[src/rtl/pipe_ctrl_pkg.sv]
// Shared constants for the MIPS control-path pipeline: bundle bit positions,
// forwarding select codes and the architectural register numbers used by traps.
package pipe_ctrl_pkg;

    // WB bundle {MemtoReg[1:0], RegWrite}
    localparam int WB_REGWRITE    = 0;
    localparam int WB_MEMTOREG_LO = 1;

    // MEM bundle {MemRead, MemWrite}
    localparam int MEM_MEMWRITE   = 0;
    localparam int MEM_MEMREAD    = 1;

    // EX bundle {ExtOp, PCSrc[2:0], LUOp, Sign, ALUFun[5:0], RegDst[1:0], ALUSrc2, ALUSrc1}
    localparam int EX_ALUSRC1     = 0;
    localparam int EX_ALUSRC2     = 1;
    localparam int EX_REGDST_LO   = 2;
    localparam int EX_ALUFUN_LO   = 4;
    localparam int EX_SIGN        = 10;
    localparam int EX_LUOP        = 11;
    localparam int EX_PCSRC_LO    = 12;
    localparam int EX_EXTOP       = 15;

    localparam logic [1:0] REGDST_XP   = 2'b11;
    localparam logic [1:0] MEMTOREG_PC = 2'b10;

    localparam int XP = 26;
    localparam int RA = 31;

    typedef enum logic [1:0] {
        FWD_RF  = 2'b00,
        FWD_MEM = 2'b01,
        FWD_WB  = 2'b10
    } fwd_sel_e;

endpackage

[src/rtl/pipe_hazard_ctrl_stage_reg.sv]
// One pipeline control register: async clear, enable, and synchronous flush to a bubble.
module pipe_stage_reg #(
    parameter int W = 8
) (
    input  logic         clk,
    input  logic         reset,
    input  logic         en,
    input  logic         flush,
    input  logic [W-1:0] d,
    output logic [W-1:0] q
);

    always_ff @(posedge clk or negedge reset) begin
        if (!reset)
            q <= '0;
        else if (en)
            q <= flush ? {W{1'b0}} : d;
    end

endmodule

[src/rtl/pipe_hazard_ctrl.sv]
// Control-path pipeline for the 5-stage MIPS core: carries WB|MEM|EX bundles and
// destinations, resolves forwarding, load-use stalls, flushes and trap injection.
module pipe_hazard_ctrl
    import pipe_ctrl_pkg::*;
#(
    parameter int EX_W  = 16,
    parameter int MEM_W = 2,
    parameter int WB_W  = 3,
    parameter int RA_W  = 5,
    parameter int PC_W  = 32
) (
    input  logic                        clk,
    input  logic                        reset,
    input  logic                        id_valid,
    input  logic [WB_W+MEM_W+EX_W-1:0]  id_ctrl,
    input  logic [RA_W-1:0]             id_rs,
    input  logic [RA_W-1:0]             id_rt,
    input  logic                        id_use_rs,
    input  logic                        id_use_rt,
    input  logic [RA_W-1:0]             id_dst,
    input  logic [PC_W-1:0]             id_pc,
    input  logic                        id_jump,
    input  logic                        id_exc,
    input  logic                        ex_br_taken,
    input  logic                        irq,
    output logic                        stall,
    output logic                        flush_ifid,
    output logic                        irq_take,
    output logic                        exc_take,
    output logic [PC_W-1:0]             epc,
    output logic [EX_W-1:0]             ex_ctrl,
    output logic [MEM_W-1:0]            mem_ctrl,
    output logic [WB_W-1:0]             wb_ctrl,
    output logic [RA_W-1:0]             ex_dst,
    output logic [RA_W-1:0]             mem_dst,
    output logic [RA_W-1:0]             wb_dst,
    output logic [1:0]                  fwd_a,
    output logic [1:0]                  fwd_b
);

    localparam int CTRL_W  = WB_W + MEM_W + EX_W;
    localparam int IDEX_W  = CTRL_W + 3 * RA_W;
    localparam int EXMEM_W = WB_W + MEM_W + RA_W;
    localparam int MEMWB_W = WB_W + RA_W;
    localparam logic [RA_W-1:0] XP_ADDR = RA_W'(XP);

    logic [IDEX_W-1:0]  idex_d, idex_q;
    logic [EXMEM_W-1:0] exmem_q;
    logic [MEMWB_W-1:0] memwb_q;

    logic [CTRL_W-1:0]  idex_ctrl;
    logic [RA_W-1:0]    ex_rs, ex_rt;
    logic [MEM_W-1:0]   ex_mem_bits;
    logic [WB_W-1:0]    ex_wb_bits, mem_wb_bits;

    assign {idex_ctrl, ex_dst, ex_rs, ex_rt} = idex_q;
    assign ex_ctrl     = idex_ctrl[EX_W-1:0];
    assign ex_mem_bits = idex_ctrl[EX_W +: MEM_W];
    assign ex_wb_bits  = idex_ctrl[EX_W+MEM_W +: WB_W];
    assign {mem_wb_bits, mem_ctrl, mem_dst} = exmem_q;
    assign {wb_ctrl, wb_dst} = memwb_q;

    // ---------------- hazard resolution ----------------
    logic br, exc_i, load_use, stall_i, irq_i, flush_i;

    always_comb begin
        br       = ex_br_taken;
        exc_i    = id_valid & id_exc & ~br;
        load_use = ex_mem_bits[MEM_MEMREAD] & (ex_dst != '0) &
                   ((id_use_rs & (id_rs == ex_dst)) | (id_use_rt & (id_rt == ex_dst)));
        stall_i  = load_use & ~br & ~exc_i;
        irq_i    = irq & id_valid & ~id_pc[PC_W-1] & ~br & ~stall_i & ~exc_i;
        // Any PC redirect kills the wrong-path fetch sitting in IF/ID, traps included.
        flush_i  = br | exc_i | irq_i | (id_jump & ~stall_i);
    end

    // Pulses are suppressed while reset is held so nothing redirects the PC.
    assign stall      = reset & stall_i;
    assign flush_ifid = reset & flush_i;
    assign irq_take   = reset & irq_i;
    assign exc_take   = reset & exc_i;

    // Trap bundle: write the restart PC into Xp.
    logic [CTRL_W-1:0] xp_ctrl;
    always_comb begin
        xp_ctrl = '0;
        xp_ctrl[EX_W+MEM_W+WB_REGWRITE]            = 1'b1;
        xp_ctrl[EX_W+MEM_W+WB_MEMTOREG_LO +: 2]    = MEMTOREG_PC;
        xp_ctrl[EX_REGDST_LO +: 2]                 = REGDST_XP;
    end

    always_comb begin
        idex_d = '0;
        if (exc_i | irq_i)
            idex_d = {xp_ctrl, XP_ADDR, {(2*RA_W){1'b0}}};
        else if (id_valid)
            idex_d = {id_ctrl, id_dst, id_rs, id_rt};
    end

    always_ff @(posedge clk or negedge reset) begin
        if (!reset)
            epc <= '0;
        else if (exc_i)
            epc <= id_pc + PC_W'(4);
        else if (irq_i)
            epc <= id_pc;
    end

    // ---------------- stage registers ----------------
    pipe_stage_reg #(.W(IDEX_W)) u_idex (
        .clk   (clk),
        .reset (reset),
        .en    (1'b1),
        .flush (br | stall_i),
        .d     (idex_d),
        .q     (idex_q)
    );

    pipe_stage_reg #(.W(EXMEM_W)) u_exmem (
        .clk   (clk),
        .reset (reset),
        .en    (1'b1),
        .flush (1'b0),
        .d     ({ex_wb_bits, ex_mem_bits, ex_dst}),
        .q     (exmem_q)
    );

    pipe_stage_reg #(.W(MEMWB_W)) u_memwb (
        .clk   (clk),
        .reset (reset),
        .en    (1'b1),
        .flush (1'b0),
        .d     ({mem_wb_bits, mem_dst}),
        .q     (memwb_q)
    );

    // ---------------- forwarding ----------------
    logic [1:0][RA_W-1:0] ex_src;
    logic [1:0][1:0]      fwd_sel;

    assign ex_src = {ex_rt, ex_rs};

    for (genvar op = 0; op < 2; op++) begin : g_fwd
        logic [1:0] sel;
        // EX/MEM holds the younger result, so it wins over MEM/WB.
        always_comb begin
            sel = FWD_RF;
            if (mem_wb_bits[WB_REGWRITE] && (mem_dst != '0) && (mem_dst == ex_src[op]))
                sel = FWD_MEM;
            else if (wb_ctrl[WB_REGWRITE] && (wb_dst != '0) && (wb_dst == ex_src[op]))
                sel = FWD_WB;
        end
        assign fwd_sel[op] = sel;
    end

    assign fwd_a = fwd_sel[0];
    assign fwd_b = fwd_sel[1];

endmodule

[config.mk]
export PLATFORM = sky130hd
export DESIGN_NAME = pipe_hazard_ctrl
export DESIGN_NICKNAME = d
export VERILOG_FILES = /design/src/rtl/pipe_ctrl_pkg.sv /design/src/rtl/pipe_hazard_ctrl_stage_reg.sv /design/src/rtl/pipe_hazard_ctrl.sv
export SDC_FILE = /design/constraint.sdc
export NUM_CORES = 1
export LEC_CHECK = 0
export ABC_CLOCK_PERIOD_IN_PS = 2200
export CAP_MARGIN = 0
export CORE_MARGIN = 5
export CORE_UTILIZATION = 41
export CTS_CLUSTER_SIZE = 10
export DETAILED_ROUTE_END_ITERATION = 12
export HOLD_SLACK_MARGIN = 0.12
export PLACE_DENSITY = 0.74
export SYNTH_ARGS = -nofsm -noshare
export SYNTH_HDL_FRONTEND = slang
export SYNTH_SLANG_ARGS = --single-unit
[constraint.sdc]
create_clock -name clk -period 2.2 [get_ports clk]
set_clock_uncertainty 0.1 [all_clocks]
set_input_delay 0.44 -clock clk [delete_from_list [all_inputs] [get_ports clk]]
set_output_delay 0.44 -clock clk [all_outputs]
set_load 0.02 [all_outputs]
Yosys cells after proc, flatten, opt, wreduce, memory -nomap -nowiden
Cells that the tools add are included.

operators by class
  add/subtract/negate cells = 1
  equality and inequality tests = 6
  muxes and demuxes = 9
  bitwise gates (word level) = 28
  reduce and logical (&&, ||, !) cells = 10

operators with widths
  operator                                                          count
  36-bit 2-to-1 mux                                                 3
  32-bit 2-to-1 mux                                                 2
  32-bit by 3-bit adder with 32-bit output (second input constant)  1
  5-bit equality test                                               6
  1-bit AND                                                         18
  5-bit nonzero test                                                3
  2-bit 2-to-1 mux                                                  4
  1-bit logical AND                                                 6
  1-bit OR                                                          6
  1-bit NOT                                                         4
  2-bit nonzero test                                                1

word-level totals
  register bits after elaboration = 86
  input bits = 77
  output and inout bits = 76
  logic and storage cells = 58

Longest topological paths before layout
Gate-level depths: netlist of the first run.

  depth in word-level cells = 12
  depth in mapped cells = 8

Cells and area by module
Synthesis of the first run repeated with hierarchy kept, for this count alone.

second synthesis, totals
  cells, all modules = 515
  area total of the unflattened synthesis = 5,014.8 um2

modules (own cells, without submodules)
  module                     instances  cells an instance  area an instance (um2)  sequential area each (um2)
  pipe_hazard_ctrl           1          285                2,650.0                 800.8
  pipe_stage_reg at u_idex   1          155                1,591.5                 900.9
  pipe_stage_reg at u_exmem  1          42                 431.7                   250.2
  pipe_stage_reg at u_memwb  1          33                 341.6                   200.2

Worst setup path after synthesis of the first run
OpenSTA, ideal clock, no wires.

  kind = register to output
  from = reg u_exmem.q[1]
  to = out fwd_a[1]
  data arrival time = 2.028 ns
  required time = 1.660 ns
  path slack = -0.368 ns
  cell stages (with the launch flop) = 5
  buffers on the path = 0
  cells stage by stage = dfrtp_1 or4_1 o21ai_0 nor4_1 nor4_1

on the way
  cells in the longest elaborated chain, start to end = 4
  elaborated cells on any way between the ends = 5
  classes of those cells = eq/ne (1); mux (1); reduce/logical (3)

ends and longest elaborated chain
  element                 RTL line                          text
  start, declared         pipe_hazard_ctrl_stage_reg.sv:10  output logic [W-1:0] q
  start signal, assigned  pipe_hazard_ctrl_stage_reg.sv:17  q <= flush ? {W{1'b0}} : d;
  5-bit nonzero test      pipe_hazard_ctrl.sv:148           if (mem_wb_bits[WB_REGWRITE] && (mem_dst != '0) && (mem_dst == ex_src[op]))
  1-bit logical AND       pipe_hazard_ctrl.sv:148
  1-bit logical AND *     pipe_hazard_ctrl.sv:148
  2-bit 2-to-1 mux *      pipe_hazard_ctrl.sv:148
  end, declared           pipe_hazard_ctrl.sv:37            output logic [1:0] fwd_a,

Every way passes the cells marked *; elsewhere a longest branch is shown, timed or not.

Final worst setup path of the first run
  from = reg u_exmem.q[1]
  to = out fwd_b[1]

on the way
  cells in the longest elaborated chain, start to end = 4
  elaborated cells on any way between the ends = 5
  classes of those cells = eq/ne (1); mux (1); reduce/logical (3)

ends and longest elaborated chain
  element              RTL line                 text
  5-bit nonzero test   pipe_hazard_ctrl.sv:148
  1-bit logical AND    pipe_hazard_ctrl.sv:148
  1-bit logical AND *  pipe_hazard_ctrl.sv:148
  2-bit 2-to-1 mux *   pipe_hazard_ctrl.sv:148
  end, declared        pipe_hazard_ctrl.sv:38   output logic [1:0] fwd_b

Marks and branches as above.

==> impl_metrics.csv, run 1 <==
group,metric,value,unit
timing,timing.final.crit_period,2610,ps
timing,fmax,384,MHz
setup_path,critical_path.max_stage_delay,550,ps
setup_path,startpoint_type,"flop",
cells_and_area,fin_area,7050,sq um
timing,setup_viol,25,
grt,grt_pass1_wl,18.6,mm
routing,avgViaCountPerCell,4.68,
die,die_h,112,um
cells_and_area,num_antenna_cells,0,
cts,cts_made_buffers,9,
placed_design,gp_congestion,0.924,
yosys,synthCells,344,
cts,cts_root_buf,"clkbuf_8",
routing,route.detailed.drc,0,
cts,cts.path.max_buffers,2,
routing,first_pass_iters,4,
yosys,syn_avg_cell_area,12.3,sq um
die,start_util,41.6,%
cells_and_area,fin_cells,718,
power_and_ir_drop,p_leak,3.22,nW
yosys,synthTopCellsByArea,"dfrtp_1 (51%), xnor2_1 (7.9%), mux2_4 (7.1%)",
yosys,synth_ff_type,"dfrtp_1",
cells_and_area,areaGrowthSynthToFinish,66.3,%
routing,ant_nets,0,
run_status,violations,"setup timing",
yosys,syn-num-nets,422,
setup_path,crit_arrival,2070,ps
cts,clk_pin_slew_worst_paths,90,ps
yosys,syn_area,4240,sq um
placed_design,placed_area,6340,sq um
setup_path,crit_required,1660,ps
timing,slew_headroom,59.2,%
cts,cts_tree,"built",
setup_path,worstSetupEndpointType,"output pin",
yosys,synth_cell_type_count,45,
timing,drv_slew,0,
timing,layout_setup_ws,-405,ps
timing,hold_violations,0,
yosys,yosys.area.top_type,"dfrtp_1",
routing,dr_total_vias,3359,
job,drv_cap,0,
grt,antenna_found_initial,0,
yosys,ys_seq_area_share,50.8,%
setup_path,path_buf_inv,3,
grt,grt_max_degree,49,
cts,cts-htree-levels,3,
setup_path,path_cells,"or4_4 -> o21ai_2 -> buf_6 -> nor4_4 -> buf_4 -> nor4_4 -> buf_4",
die,dieArea,12500,sq um
timing,grt_setup_unrepaired,"yes",
placed_design,dp_hpwl,8.64,mm
grt,grt_overflow,0,
setup_path,worstSetupPathType,"reg2out",
timing,timing.final.crit_share,118,%
routing,wirelength,11.5,mm
setup_path,cpLargestDelayFamily,"simple AND/OR/NAND/NOR gates",
cells_and_area,fin_nets,655,
cells_and_area,drive_above_1_share,34.9,%
placed_design,portBuffers,152,
timing,worst_slew_pin_slew,612,ps
yosys,synth-seq-cells,86,
setup_path,slowest_stage,"or4_4",
cts,clk-insertion-delay-late,350,ps
cells_and_area,fillers,760,
setup_path,worst-path-max-fanout,2,
placed_design,dp_cells,679,
cts,numClockSinks,86,
routing,routedWlPerCell,16.1,um
yosys,synth_top_area_share,50.8,%
run_status,status,"finished with violations",
die,chipWidth,112,um
die,design.portCount,153,
yosys,synthArstFlopShare,100,%
power_and_ir_drop,p_total,4.40,mW
power_and_ir_drop,power_density,624,nW/um^2
grt,grt_pass1_vias,3818,
power_and_ir_drop,peakVddDrop,0.413,mV
routing,dr.first_iter.drc_count,80,
timing,holdWs,254,ps
yosys,yosys_warnings,0,
grt,grt_usage,18.5,%
yosys,synth_edf_count,0,
die,placementRows,37,
die,core_area,10200,sq um
hold_path,hp-class,"reg2reg",
-- state kept, by name, summed over array words and instances, names as in the netlist --
register   count
u_idex.q      36
epc           32
u_exmem.q     10
u_memwb.q      8
-- through the flow --
step	setup TNS (ps)	setup WS [ps]	util, %
5_1_grt	-5340	-525	69.2
3_5_place_dp	-20280	-766	62.2
4_1_cts	-2830	-408	66.6
6_report	-2580	-405	69.2
2_1_floorplan	0	11.8	-
3_3_place_gp	-16720	-699	62.2
-- placed cells by master (no fill, tap or decap), types with 4 or more instances in the layout --
master           instances
nand2_1                  8
dlygate4sd2_1            9
mux2_2                   7
buf_6                   23
nor4_4                   6
nand4_1                  7
xor2_1                  19
a21o_1                   7
and2_1                  28
and2_4                   4
and3_1                   8
clkdlybuf4s50_1        134
dfrtp_2                  6
nand3_1                 19
nor2_1                   8
buf_4                   87
xnor2_2                  7
mux2_4                  21
clkbuf_8                 9
dfrtp_1                 80
xnor2_1                 30
-- repair_timing --
item                       in CTS  in global routing
gates resized for setup        79                 42
setup endpoints to repair       9                 41
hold buffers                    1                  0
hold endpoints to repair       38                  0
pin swaps                      17                 12
gates cloned                    0                  3
setup buffers                  12                 10
-- report_power, final --
group | total, mW | internal (mW) | switching [mW]
registers | 1.83 | 1.73 | 0.0948
clock network | 1.33 | 0.760 | 0.575
logic | 1.24 | 0.708 | 0.531
total | 4.40 | 3.20 | 1.20
-- final timing paths --
| path | slack (ps) | startpoint | cells past startpoint | end |
|---|---|---|---|---|
| max in group asynchronous | 810 | reset | 3 | u_idex.q[14] |
| max reg2reg | -40 | u_idex.q[11] | 10 | epc[15] |
| min reg2reg | 250 | u_idex.q[33] | 0 | u_exmem.q[7] |
| min in group asynchronous | 350 | reset | 2 | epc[2] |
| max | -410 | u_exmem.q[1] | 7 | fwd_b[1] |
| min | 250 | u_idex.q[33] | 0 | u_exmem.q[7] |
-- layer usage --
layer	GRT usage (%)	up-vias	routed length (um)	share of wire, %
met2	33.2	107	5950	52
met1	21.1	1619	4610	40
met3	5.98	17	802	7.0
met5	0	-	0	0
li1	-	1616	-	-
met4	5.43	0	179	1.6
-- Yosys cell counts (all sizes together) (2+ instances only) --
library cell and n:
a211oi 3, a21o 7, a21oi 3, a221o 2, and2 32, and3 9
and4 3, buf 34, clkbuf 2, dfrtp 86, inv 3, mux2 28
mux2i 2, nand2 9, nand2b 2, nand3 20, nand4 9, nor2 8
nor3 2, nor4 6, o21ai 2, or4 4, xnor2 38, xor2 20
-- cell type report --
type | count | area [sq um] | share of cell area, %
Multi-Input combinational cell | 219 | 2050 | 29.1
Clock inverter | 7 | 120 | 1.70
Clock buffer | 9 | 124 | 1.76
Inverter | 3 | 11.3 | 0.160
Timing Repair Buffer | 258 | 2410 | 34.2
Sequential cell | 86 | 2160 | 30.6
Tap cell | 136 | 170 | 2.41
-- logic make-up after synthesis --
logic type / count (synthesis) / synth area share (%)
adders and majority gates: 1 / 0.295
AOI/OAI and AO/OA: 22 / 4.66
muxes: 30 / 9.68
xor gates and xnor gates: 58 / 12.0
and+or+nand+nor: 108 / 15.6
buffers and inverters: 39 / 7.03
DFF: 86 / 50.8
Note: power is estimated with default switching activity, not from simulation.
==> run 2, diff against run 1 <==
CORE_UTILIZATION = 43   (was 41)
GPL_ROUTABILITY_DRIVEN = 0   (was default)
SYNTH_HIERARCHICAL = 1   (was default)
==> impl_metrics.csv, run 2 <==
group,metric,value,unit
timing,fmax,389,MHz
die,design.portCount,153,
setup_path,worstSetupPathType,"in2out",
placed_design,dpl_worst_slack,-1020,ps
cells_and_area,final_cell_mix,"clkdlybuf4s50_1 (128), buf_4 (99), dfrtp_1 (78)",
cells_and_area,drive_above_1_share,26.8,%
grt,grt_max_degree,77,
placed_design,dp_hpwl,10.9,mm
yosys,synth_top_area_share,42.9,%
timing,hold_violations,0,
yosys,synth_cell_type_count,48,
placed_design,placed_area,7370,sq um
routing,ant_nets,0,
cts,numClockSinks,86,
grt,use_met2,37.8,%
grt,grt_pass1_wl,25.3,mm
yosys,synthArstFlopShare,100,%
cells_and_area,largest_reg_flops,36,
die,start_util,43.9,%
timing,worst_slew_pin_slew,996,ps
grt,grt.busiest_layer,"met2",
grt,use_met1,26.0,%
die,die_h,118,um
setup_path,worstSetupEndpointType,"output pin",
die,dieArea,13900,sq um
routing,first_pass_iters,5,
timing,tns,-3100,ps
timing,grt_setup_unrepaired,"yes",
yosys,yosysMostFrequentCell,"dfrtp_1",
routing,route.detailed.drc,0,
routing,avgViaCountPerCell,5.19,
yosys,synthTopCellsByCount,"dfrtp_1 (86), inv_1 (61), nand3b_1 (55), o21ai_1 (39), xor2_1 (37)",
cts,cts_root_buf,"clkbuf_16",
cells_and_area,layout_top_registers,"u_idex/q x36, epc x32, u_exmem/q x10",
hold_path,hp-class,"reg2reg",
grt,grt_usage,22.2,%
setup_path,crit_arrival,2030,ps
cts,cts_made_buffers,9,
yosys,yosys_warnings,6,
timing,holdWs,398,ps
setup_path,startpoint_type,"primary input",
grt,grtUsageMet3,5.14,%
grt,antenna_found_initial,1,
timing,slew_headroom,33.6,%
job,drv_cap,0,
setup_path,worst-path-max-fanout,4,
cells_and_area,utilization,71.4,%
cells_and_area,num_antenna_cells,0,
yosys,synthTopCellsByArea,"dfrtp_1 (43%), nand3b_1 (8.2%), xor2_1 (6.5%)",
cells_and_area,fin_nets,865,
yosys,syn_area,5010,sq um
die,chipWidth,118,um
yosys,synth_ff_type,"dfrtp_1",
cells_and_area,areaGrowthSynthToFinish,62.5,%
run_status,status,"finished with violations",
yosys,syn_avg_cell_area,9.74,sq um
timing,layout_setup_ws,-372,ps
die,placementRows,39,
power_and_ir_drop,power_density,608,nW/um^2
yosys,yosys.area.top_type,"dfrtp_1",
routing,dr_total_vias,4848,
cells_and_area,fin_area,8150,sq um
yosys,synthCells,515,
setup_path,crit_required,1660,ps
yosys,synth_edf_count,0,
cts,cts_tree,"built",
timing,timing.final.crit_period,2570,ps
power_and_ir_drop,p_leak,3.73,nW
cts,cts-htree-levels,3,
timing,setup_viol,49,
cells_and_area,regMostFlops,"u_idex/q",
yosys,ys_seq_area_share,42.9,%
grt,grt_pass1_vias,5063,
cts,clk_pin_slew_worst_paths,60,ps
die,core_area,11400,sq um
routing,wirelength,16.0,mm
routing,routedWlPerCell,17.1,um
routing,dr.first_iter.drc_count,290,
yosys,synth-seq-cells,86,
run_status,violations,"setup timing",
cells_and_area,fillers,834,
power_and_ir_drop,peakVddDrop,0.463,mV
grt,grt_overflow,0,
cells_and_area,layout_commonest_cell,"clkdlybuf4s50_1",
placed_design,portBuffers,152,
timing,timing.final.crit_share,117,%
cts,cts.path.max_buffers,2,
cts,clk-insertion-delay-late,350,ps
timing,drv_slew,0,
-- run 2: cell count changes after synthesis, moves of 16 or more --
cell and change:
inv_1 +58, nand3b_1 +54, o21ai_1 +39, and2_1 -31, buf_4 -29, and3_1 +25
mux2_2 +20, mux2_4 -19, o21ai_0 +17, xnor2_1 -17, xor2_1 +17, nand2_1 +16
-- run 2: cell type report --
cell class / count / area [sq um] / share of cell area, %
tap: 143 / 179 / 2.19
clock buffer: 11 / 243 / 2.98
clock inverter: 5 / 81.3 / 0.998
multi-input combinational: 367 / 2750 / 33.7
inverter: 61 / 229 / 2.81
sequential: 86 / 2160 / 26.5
timing repair buffer: 262 / 2510 / 30.8
-- run 2: repair_timing --
item,CTS,global route
cloned,2,4
gates resized for setup,75,26
pin swaps,15,14
hold buffers,1,0
buffers inserted,7,7
endpoints found under the hold margin,10,0
endpoints found under the setup margin,75,73
-- run 2: per-stage QoR --
step	cells	power [mW]
floorplan	541	2.50
global placement	898	3.20
detailed placement	898	3.23
CTS	924	4.93
global route	935	5.18
finish	935	4.95
-- run 2: metal layers --
layer | share of wire [%] | vias up | routed length (um)
met4 | 3.8 | 2 | 616
li1 | - | 2282 | -
met5 | 0.056 | - | 9
met3 | 6.6 | 50 | 1060
met1 | 39 | 2330 | 6210
met2 | 51 | 184 | 8140
-- run 2: cells by family after synthesis --
group	synth area share, %
compound gates	6.86
xor+xnor	10.1
fa+ha+maj	0.249
buf+inv	9.21
flops	42.9
mux	6.81
other cells	0.150
simple gates	23.7
-- run 2: path summary, 6_finish.rpt --
kind / from / cells after the start / end / slack (ps)
worst max-delay path: id_rs[3] / 7 / irq_take / -370
worst min-delay path: epc[22] / 1 / epc[22] / 400
worst max register to register: u_idex/q[13] / 8 / epc[9] / -50
worst min register to register: epc[22] / 1 / epc[22] / 400
max in group asynchronous: reset / 3 / u_memwb/q[1] / 390
min in group asynchronous: reset / 3 / epc[31] / 550
-- run 2: worst max-delay path, stage by stage --
cell             delay, ps
clkdlybuf4s50_1        470
xor2_1                 170
nor4_1                 170
a32oi_1                170
or2_4                  280
and3_1                 190
buf_6                  140
-- run 2: report_power, final --
group	switching [mW]	internal [mW]	total [mW]
sequential	0.114	1.76	1.87
combinational	0.662	0.759	1.42
clock	0.630	1.03	1.66
total	1.41	3.55	4.95
==> run 3, diff against run 2 <==
CTS_CLUSTER_DIAMETER = 100   (was default)
SETUP_SLACK_MARGIN = 0.1   (was default)
==> impl_metrics.csv, run 3 (synthesized netlist as in run 2, its figures left out) <==
group,metric,value,unit
cells_and_area,fin_nets,880,
setup_path,worstSetupPathType,"reg2out",
cts,numClockSinks,86,
setup_path,crit_required,1660,ps
routing,route.detailed.drc,0,
die,dieArea,13900,sq um
timing,setup_viol,74,
cts,clk_pin_slew_worst_paths,70,ps
setup_path,r2r-end,"u_idex/q[4]",
power_and_ir_drop,p_int,3.58,mW
placed_design,dpl_worst_slack,-1050,ps
timing,drv_slew,0,
die,start_util,43.9,%
routing,routedWlPerCell,18.4,um
grt,grt_overflow,0,
cts,cts-htree-levels,3,
setup_path,reg2regPathDepth,11,
power_and_ir_drop,pwr-share-seq,37.4,%
power_and_ir_drop,p_clk_share,31.8,%
timing,layout_setup_ws,-415,ps
power_and_ir_drop,p_leak,3.86,nW
setup_path,startpoint_type,"flop",
setup_path,worst-path-max-fanout,5,
setup_path,crit_arrival,2080,ps
power_and_ir_drop,power_density,593,nW/um^2
run_status,status,"finished with violations",
timing,timing.final.crit_period,2620,ps
setup_path,r2r-start,"u_idex/q[12]",
hold_path,hp-class,"in2async",
power_and_ir_drop,p_total,5.04,mW
cts,cts_made_buffers,9,
cts,cts_root_buf,"clkbuf_16",
routing,ant_nets,0,
routing,dr_total_vias,4931,
grt,grt_usage,24.4,%
timing,grt_setup_unrepaired,"yes",
job,drv_cap,0,
setup_path,r2r_setup_slack,-230,ps
cts,cts.path.max_buffers,2,
grt,antenna_found_initial,2,
cts,cts_tree,"built",
cells_and_area,layout_commonest_cell,"clkdlybuf4s50_1",
grt,grt_pass1_wl,27.6,mm
die,die_h,118,um
die,design.portCount,153,
timing,timing.final.crit_share,119,%
routing,dr.first_iter.drc_count,403,
power_and_ir_drop,peakVddDrop,0.468,mV
cells_and_area,largest_reg_flops,36,
die,core_area,11400,sq um
cells_and_area,areaGrowthSynthToFinish,69.4,%
timing,fmax,382,MHz
power_and_ir_drop,power.switching,1.46,mW
cells_and_area,regMostFlops,"u_idex/q",
power_and_ir_drop,p_sw_share,29.0,%
routing,first_pass_iters,6,
placed_design,dp_hpwl,10.9,mm
grt,grt_max_degree,83,
cells_and_area,final_cell_mix,"clkdlybuf4s50_1 (128), buf_4 (99), dfrtp_1 (73)",
timing,tns,-10390,ps
cells_and_area,fillers,793,
routing,avgViaCountPerCell,5.19,
cts,clk-insertion-delay-late,340,ps
timing,slew_headroom,28.9,%
die,chipWidth,118,um
timing,hold_violations,0,
timing,holdWs,314,ps
power_and_ir_drop,power_frac_comb,30.8,%
setup_path,worstSetupEndpointType,"output pin",
run_status,violations,"setup timing",
cells_and_area,drive_above_1_share,30.6,%
placed_design,portBuffers,152,
routing,wirelength,17.5,mm
grt,grt_pass1_vias,5191,
cells_and_area,layout_top_registers,"u_idex/q x36, epc x32, u_exmem/q x10",
die,placementRows,39,
timing,worst_slew_pin_slew,1070,ps
## run 3: changes by cell type in the layout (fill, tap and decap cells not counted), moves of 5 or more
cell / previous run / this run
dfrtp_2: 8 / 13
mux2_2: 27 / 20
dfrtp_1: 78 / 73
buf_6: 5 / 16
o21ai_0: 15 / 6
mux2_4: 1 / 10
buf_16: 1 / 7
## run 3: power groups by stage
stage                     registers, mW  logic [mW]  clock network [mW]
after floorplan                    2.09       0.412                   0
after global placement             1.90        1.30                   0
after detailed placement           1.91        1.32                   0
after CTS                          1.88        1.50                1.62
after global routing               1.91        1.65                1.69
final                              1.89        1.55                1.60
## run 3: critical path: stages (launching register included)
cell,delay [ps]
dfrtp_2,440
buf_4,160
xor2_2,170
nor4_2,240
a32oi_2,100
or2_4,300
nor3b_2,160
buf_4,150
## run 3: worst max path at each step
stage                       startpoint          to  slack [ps]  cells after the start
after global routing      u_idex/q[13]  flush_ifid        -520                      6
after detailed placement      id_rs[1]    irq_take       -1050                      8
after global placement        id_rs[1]    irq_take       -1120                      8
after CTS                 u_idex/q[13]  flush_ifid        -470                      6
final                     u_idex/q[12]  flush_ifid        -420                      7
after floorplan           u_memwb/q[2]    fwd_a[1]          60                      3
## run 3: routing by layer
layer	part of all wire [%]	global-route usage, %	up-vias
met1	40	30.5	2404
met5	0.074	0	-
met2	50	40.5	182
met3	6.7	5.67	35
li1	-	-	2308
met4	3.0	10.3	2
## run 3: layout make-up
| class | count | area [sq um] | share of cell area [%] |
|---|---|---|---|
| sequential | 86 | 2170 | 25.5 |
| clock inverter | 3 | 42.5 | 0.501 |
| timing repair buffer | 277 | 2790 | 32.8 |
| tap | 143 | 179 | 2.11 |
| inverter | 61 | 229 | 2.69 |
| multi-input combinational | 367 | 2820 | 33.2 |
| antenna | 1 | 2.50 | 0.0295 |
| clock buffer | 13 | 270 | 3.18 |
## run 3: repair_timing
action	CTS	global route
endpoints found under the setup margin	81	77
pin swaps	14	8
setup buffers	22	5
hold endpoints to repair	4	0
resized for setup	115	31
cloned	11	3
hold buffers	1	0
## run 3: metrics by stage
step | instance area, sq um | instances | utilization [%]
2_1_floorplan | 5200 | 541 | -
3_3_place_gp | 7370 | 897 | 64.5
3_5_place_dp | 7370 | 897 | 64.5
4_1_cts | 8330 | 945 | 72.9
5_1_grt | 8500 | 951 | 74.4
6_report | 8500 | 951 | 74.4
==> patch 1, RTL diff (flow settings as in run 2) <==
Set the parameter `RA_W` to 10 (it was 5).
--- a/src/rtl/pipe_hazard_ctrl.sv
+++ b/src/rtl/pipe_hazard_ctrl.sv
@@ -6,7 +6,7 @@
     parameter int EX_W  = 16,
     parameter int MEM_W = 2,
     parameter int WB_W  = 3,
-    parameter int RA_W  = 5,
+    parameter int RA_W  = 10,
     parameter int PC_W  = 32
 ) (
     input  logic                        clk,
Interface: changed (6 resized); port bits go from 153 to 183. No check against the original RTL was run, so the function may have changed too.
==> patch 1 against run 2 <==
Design area up 26%. Total power up 19%. Synthesized area up 33%. Routed wire length up 40%. Largest cell class unchanged. Setup slack worse by 0.24 ns. Fmax down 8.5%. Global-route usage up 2.9 points. The run still ends with setup timing left. Sequential cell count up 25.
==> patch 1: results (changes against run 2) <==
Min path
  – Endpoint, Worst Hold: epc[2]
  – Worst Hold Class: reg2reg
  – HP Start: epc[2]

Timing
  – # setup viols final: 90 (+84%)
  – Fin Setup TNS: -44.98 ns (-41.88 ns)
  – Worst-Margin Slew: 0.983 ns (-0.0137 ns)
  – Post-route setup slack: -0.611 ns (-0.239 ns)

Final layout
  – Post-layout nets: 1098 (+27%)
  – Biggest regs: u_idex/q: 51 flops, epc: 32 flops, u_exmem/q: 15 flops
  – # fillers: 1173 (+41%)
  – Proportion of layout cells with a drive suffix above 1: 0.236 (-0.0320)

Worst setup path
  – CP max-delay cell: dfrtp_2
  – FF-to-FF Start: u_idex/q[27]
  – Crit-path max FO: 5 (+1)
  – Crit-path max cell delay: 0.44 ns (-0.03 ns)
  – Reg-to-reg endpoint: epc[25]
  – R2R setup slack: -0.61 ns (-0.56 ns)
  – R2R cell count: 12 (+4)
  – Kind of cell with the highest combined delay on the critical path: buffers and inverters
  – Crit path arrival time: 2.96 ns (+0.93 ns)

Global routing
  – Pin count of the biggest net entering global routing: 83 (+7.8%)
  – GR Layer Usage met1: 0.314 (+0.0545)
  – Met3 usage: 0.0476 (-0.00378)
  – Met2 usage: 0.416 (+0.0376)
  – Vias in the first global route: 6546 (+29%)
  – First-pass GRT wire length: 35500 um (+40%)
  – GRT Resource Usage Total: 0.250 (+0.0288)

Detailed routing
  – Routed length on met3: 1420 um (+34%)
  – DR WL met2: 10900 um (+34%)
  – DRT met1 WL: 9070 um (+46%)
  – Wire length per cell: 18.7 um (+9.1%)
  – DR vias: 6229 (+28%)
  – Vias/cell: 5.20 (+0.28%)
  – Initial DRC count: 523 (+80%)

Pwr
  – Pleak: 0.00465 uW (+25%)
  – Internal power: 4100 uW (+16%)
  – Worst VDD drop: 0.399 mV (-14%)
  – Sequential power share: 0.404 (+0.026)
  – P_comb: 1820 uW (+28%)

Place
  – IO Port Bufs: 182 (+20%)
  – # placed instances: 1157 (+29%)
  – Hpwl dp: 15300 um (+40%)

Clock network
  – Setup repair bufs after CTS: 14 (+7)
  – Clock tree buffer depth: 2 (unchanged)
  – Post-CTS Resized: 71 (-5.3%)

Yosys
  – Post-synth top cells: dfrtp_1, inv_1, nand3b_1
  – Synth Flop Type: dfrtp_1
  – Post-synthesis cell type count: 47 (-2.1%)
  – Main area contributors after synthesis: dfrtp_1, nand3b_1, xnor2_1
  – Ys Warns: 6 (unchanged)
  – Share of synthesized area occupied by flip-flops and latches: 0.417 (-0.0117)
  – Cell count after synthesis: 697 (+35%)

Outcome
  – Status: complete, but fails checks
  – Failing checks: setup timing
patch 1: changes by cell type after synthesis, sizes merged, moves of 4 or more:
cell / run 2 / this run
dfrtp: 86 / 111
and3: 37 / 47
nand3b: 55 / 81
inv: 61 / 87
buf: 20 / 28
xor2: 37 / 30
nand2: 26 / 30
nand4: 8 / 17
nand3: 9 / 18
xnor2: 21 / 58
nor2: 8 / 18
o21ai: 58 / 79
nor4: 15 / 10
patch 1: how the worst max path moves through the flow:
stage | end | from | slack [ns]
global placement | stall | id_rt[5] | -0.96
floorplan | u_idex/q[20] | u_idex/q[21] | -0.25
global route | u_idex/q[22] | u_idex/q[27] | -0.70
finish | epc[25] | u_idex/q[27] | -0.61
CTS | flush_ifid | u_idex/q[27] | -0.53
detailed placement | stall | id_rt[5] | -0.95
patch 1: metrics by stage:
step                instance area (um2)  worst slack [ns]  hold WS [ns]  total power [uW]   util
floorplan                          6810            -0.253        0.0444              3220      -
global placement                   9460            -0.962         0.258              4040  0.622
detailed placement                 9460            -0.953         0.260              4060  0.622
CTS                               10200            -0.531         0.396              5850  0.670
global route                      10300            -0.702         0.415              6130  0.678
finish                            10300            -0.611         0.396              5880  0.678
patch 1: cell families after synthesis:
logic type,Yosys count,synth area share
flops,111,0.417
mux,30,0.0658
xor+xnor,88,0.116
other cells,2,0.00113
buf+inv,126,0.0916
simple gates,247,0.229
fa+ha+maj,1,0.00188
compound gates,92,0.0775
patch 1: area by class of cell:
| class | instances | area (um2) | area share |
|---|---|---|---|
| multi-input cells | 475 | 3550 | 0.344 |
| repair buffers | 321 | 3100 | 0.301 |
| flip-flops and latches | 111 | 2790 | 0.271 |
| inverters | 87 | 327 | 0.0317 |
| well taps | 188 | 235 | 0.0228 |
| clock buffers | 9 | 225 | 0.0219 |
| clock inverters | 7 | 73.8 | 0.00717 |
==> patch 2, RTL diff (settings of run 2) <==
Without the edit above. Add an input register stage for `irq`; this delays it by one clock. The other inputs are not delayed to match.
--- a/src/rtl/pipe_hazard_ctrl.sv
+++ b/src/rtl/pipe_hazard_ctrl.sv
@@ -44,6 +44,12 @@
     localparam int MEMWB_W = WB_W + RA_W;
     localparam logic [RA_W-1:0] XP_ADDR = RA_W'(XP);
 
+    logic irq_q;
+
+    always_ff @(posedge clk) begin
+        irq_q <= irq;
+    end
+
     logic [IDEX_W-1:0]  idex_d, idex_q;
     logic [EXMEM_W-1:0] exmem_q;
     logic [MEMWB_W-1:0] memwb_q;
@@ -69,7 +75,7 @@
         load_use = ex_mem_bits[MEM_MEMREAD] & (ex_dst != '0) &
                    ((id_use_rs & (id_rs == ex_dst)) | (id_use_rt & (id_rt == ex_dst)));
         stall_i  = load_use & ~br & ~exc_i;
-        irq_i    = irq & id_valid & ~id_pc[PC_W-1] & ~br & ~stall_i & ~exc_i;
+        irq_i    = irq_q & id_valid & ~id_pc[PC_W-1] & ~br & ~stall_i & ~exc_i;
         // Any PC redirect kills the wrong-path fetch sitting in IF/ID, traps included.
         flush_i  = br | exc_i | irq_i | (id_jump & ~stall_i);
     end
Behaviour: not the same (a bounded check fails within 4 cycles, from zero or initial values and one cycle with reset low).
==> patch 2 against run 2 <==
The run still ends with setup timing left. Largest cell class unchanged. Sequential cell count grew 1. Register-to-register slack lost 0.26 ns. Count of clock-buffer cells in the layout decreased by 2. Design area is 4.1% higher. Total power grew 0.88%. First-iteration DRC count shrank 13%. Synthesized cell count increased by 0.19%. Routed wire length grew 8.6%. Setup slack worse by 0.066 ns. Synthesized area rose by 0.40%.
==> patch 2: results (changes against run 2) <==
Outcome
  – Status: complete, but fails checks
  – Failing checks: setup timing

Global routing
  – First-pass GRT wire length: 27800 um (+9.9%)
  – GR Layer Usage met1: 0.288 (+0.0285)
  – Vias in the first global route: 5210 (+2.9%)
  – GRT Resource Usage Total: 0.245 (+0.0238)
  – Pin count of the biggest net entering global routing: 73 (-5.2%)
  – Met3 usage: 0.0616 (+0.0102)
  – Met2 usage: 0.433 (+0.0548)

Pwr
  – Clk pwr share: 0.310 (-0.025)
  – Sw Share: 0.301 (+0.0168)
  – Comb power frac: 0.311 (+0.024)
  – Worst VDD drop: 0.436 mV (-5.8%)
  – Pleak: 0.00383 uW (+2.8%)

Timing
  – # setup viols final: 74 (+51%)
  – Fin Setup TNS: -12.83 ns (-9.73 ns)
  – Post-route setup slack: -0.438 ns (-0.0660 ns)
  – Worst-Margin Slew: 0.660 ns (-0.336 ns)

Yosys
  – Share of synthesized area occupied by flip-flops and latches: 0.431 (+0.00227)
  – Synth Flop Type: dfrtp_1
  – Post-synth top cells: dfrtp_1, inv_1, nand3b_1
  – Post-synth ARST share: 0.989 (-0.0115)
  – Cell count after synthesis: 516 (+0.19%)
  – Post-synthesis cell type count: 49 (+2.1%)
  – Main area contributors after synthesis: dfrtp_1, nand3b_1, xor2_1

Final layout
  – Biggest regs: u_idex/q: 36 flops, epc: 32 flops, u_exmem/q: 10 flops
  – Proportion of layout cells with a drive suffix above 1: 0.296 (+0.0284)
  – Final instance count without filler cells: 941 (+0.64%)
  – Post-layout nets: 870 (+0.58%)

Place
  – Hpwl dp: 11200 um (+2.4%)
  – Pre-CTS setup slack: -1.06 ns (-0.0375 ns)
  – # placed instances: 897 (-0.11%)

Worst setup path
  – Crit path arrival time: 2.10 ns (+0.07 ns)
  – Crit-path max FO: 4 (unchanged)
  – Crit-path max cell delay: 0.43 ns (-0.04 ns)
  – CP max-delay cell: dfrtp_2

Min path
  – Worst Hold Class: in2async

Detailed routing
  – Initial DRC count: 253 (-13%)
  – DR vias: 4889 (+0.85%)
  – Drt pass-1 iters: 5 (unchanged)
  – Wire length per cell: 18.5 um (+7.9%)

Clock network
  – TritonCTS buffer count: 9 (unchanged)
  – Clock tree buffer depth: 2 (unchanged)
  – Clock transition at the registers of the reported paths: 0.07 ns
  – Clock H-tree levels: 3 (unchanged)
[patch 2: area by class of cell]
cell class              count  area, um2
clock buffers               9        225
well taps                 143        179
diodes                      1       2.50
clock inverters             7       72.6
multi-input cells         367       2900
repair buffers            266       2700
flip-flops and latches     87       2180
fillers                   796       2980
inverters                  61        229
[patch 2: timing repair]
item,4_1_cts,5_1_grt
setup buffers,15,3
endpoints found under the setup margin,76,75
pin swaps,12,4
cloned,13,1
resized for setup,111,42
[patch 2: final timing paths]
| kind | startpoint | endpoint | slack [ns] | cells after the start |
|---|---|---|---|---|
| max | u_idex/q[14] | flush_ifid | -0.44 | 7 |
| min | reset | u_idex/q[16] | 0.12 | 2 |
| max reg2reg | u_idex/q[14] | u_idex/q[34] | -0.31 | 12 |
| min reg2reg | epc[21] | epc[21] | 0.41 | 1 |
| max in group asynchronous | reset | u_memwb/q[0] | 0.81 | 3 |
| min in group clk | epc[21] | epc[21] | 0.41 | 1 |
[patch 2: through the flow]
step | utilization | hold slack [ns] | cell area, um2
6_report | 0.740 | 0.115 | 8490
5_1_grt | 0.740 | 0.162 | 8490
4_1_cts | 0.733 | 0.126 | 8410
3_5_place_dp | 0.643 | 0.381 | 7370
3_3_place_gp | 0.643 | 0.368 | 7370
2_1_floorplan | - | 0.0444 | 5190
[patch 2: per-layer routing]
metal / vias up / share of wire
met4: 0 / 0.029
met2: 171 / 0.52
met3: 35 / 0.063
li1: 2289 / -
met5: - / 0
met1: 2394 / 0.39
[patch 2: logic make-up after synthesis]
family                     synth area share
DFF                                   0.431
other                               0.00149
adders and majority gates           0.00248
and+or+nand+nor                       0.236
buffers and inverters                0.0917
muxes                                0.0678
AOI/OAI and AO/OA                    0.0683
xor gates and xnor gates              0.101
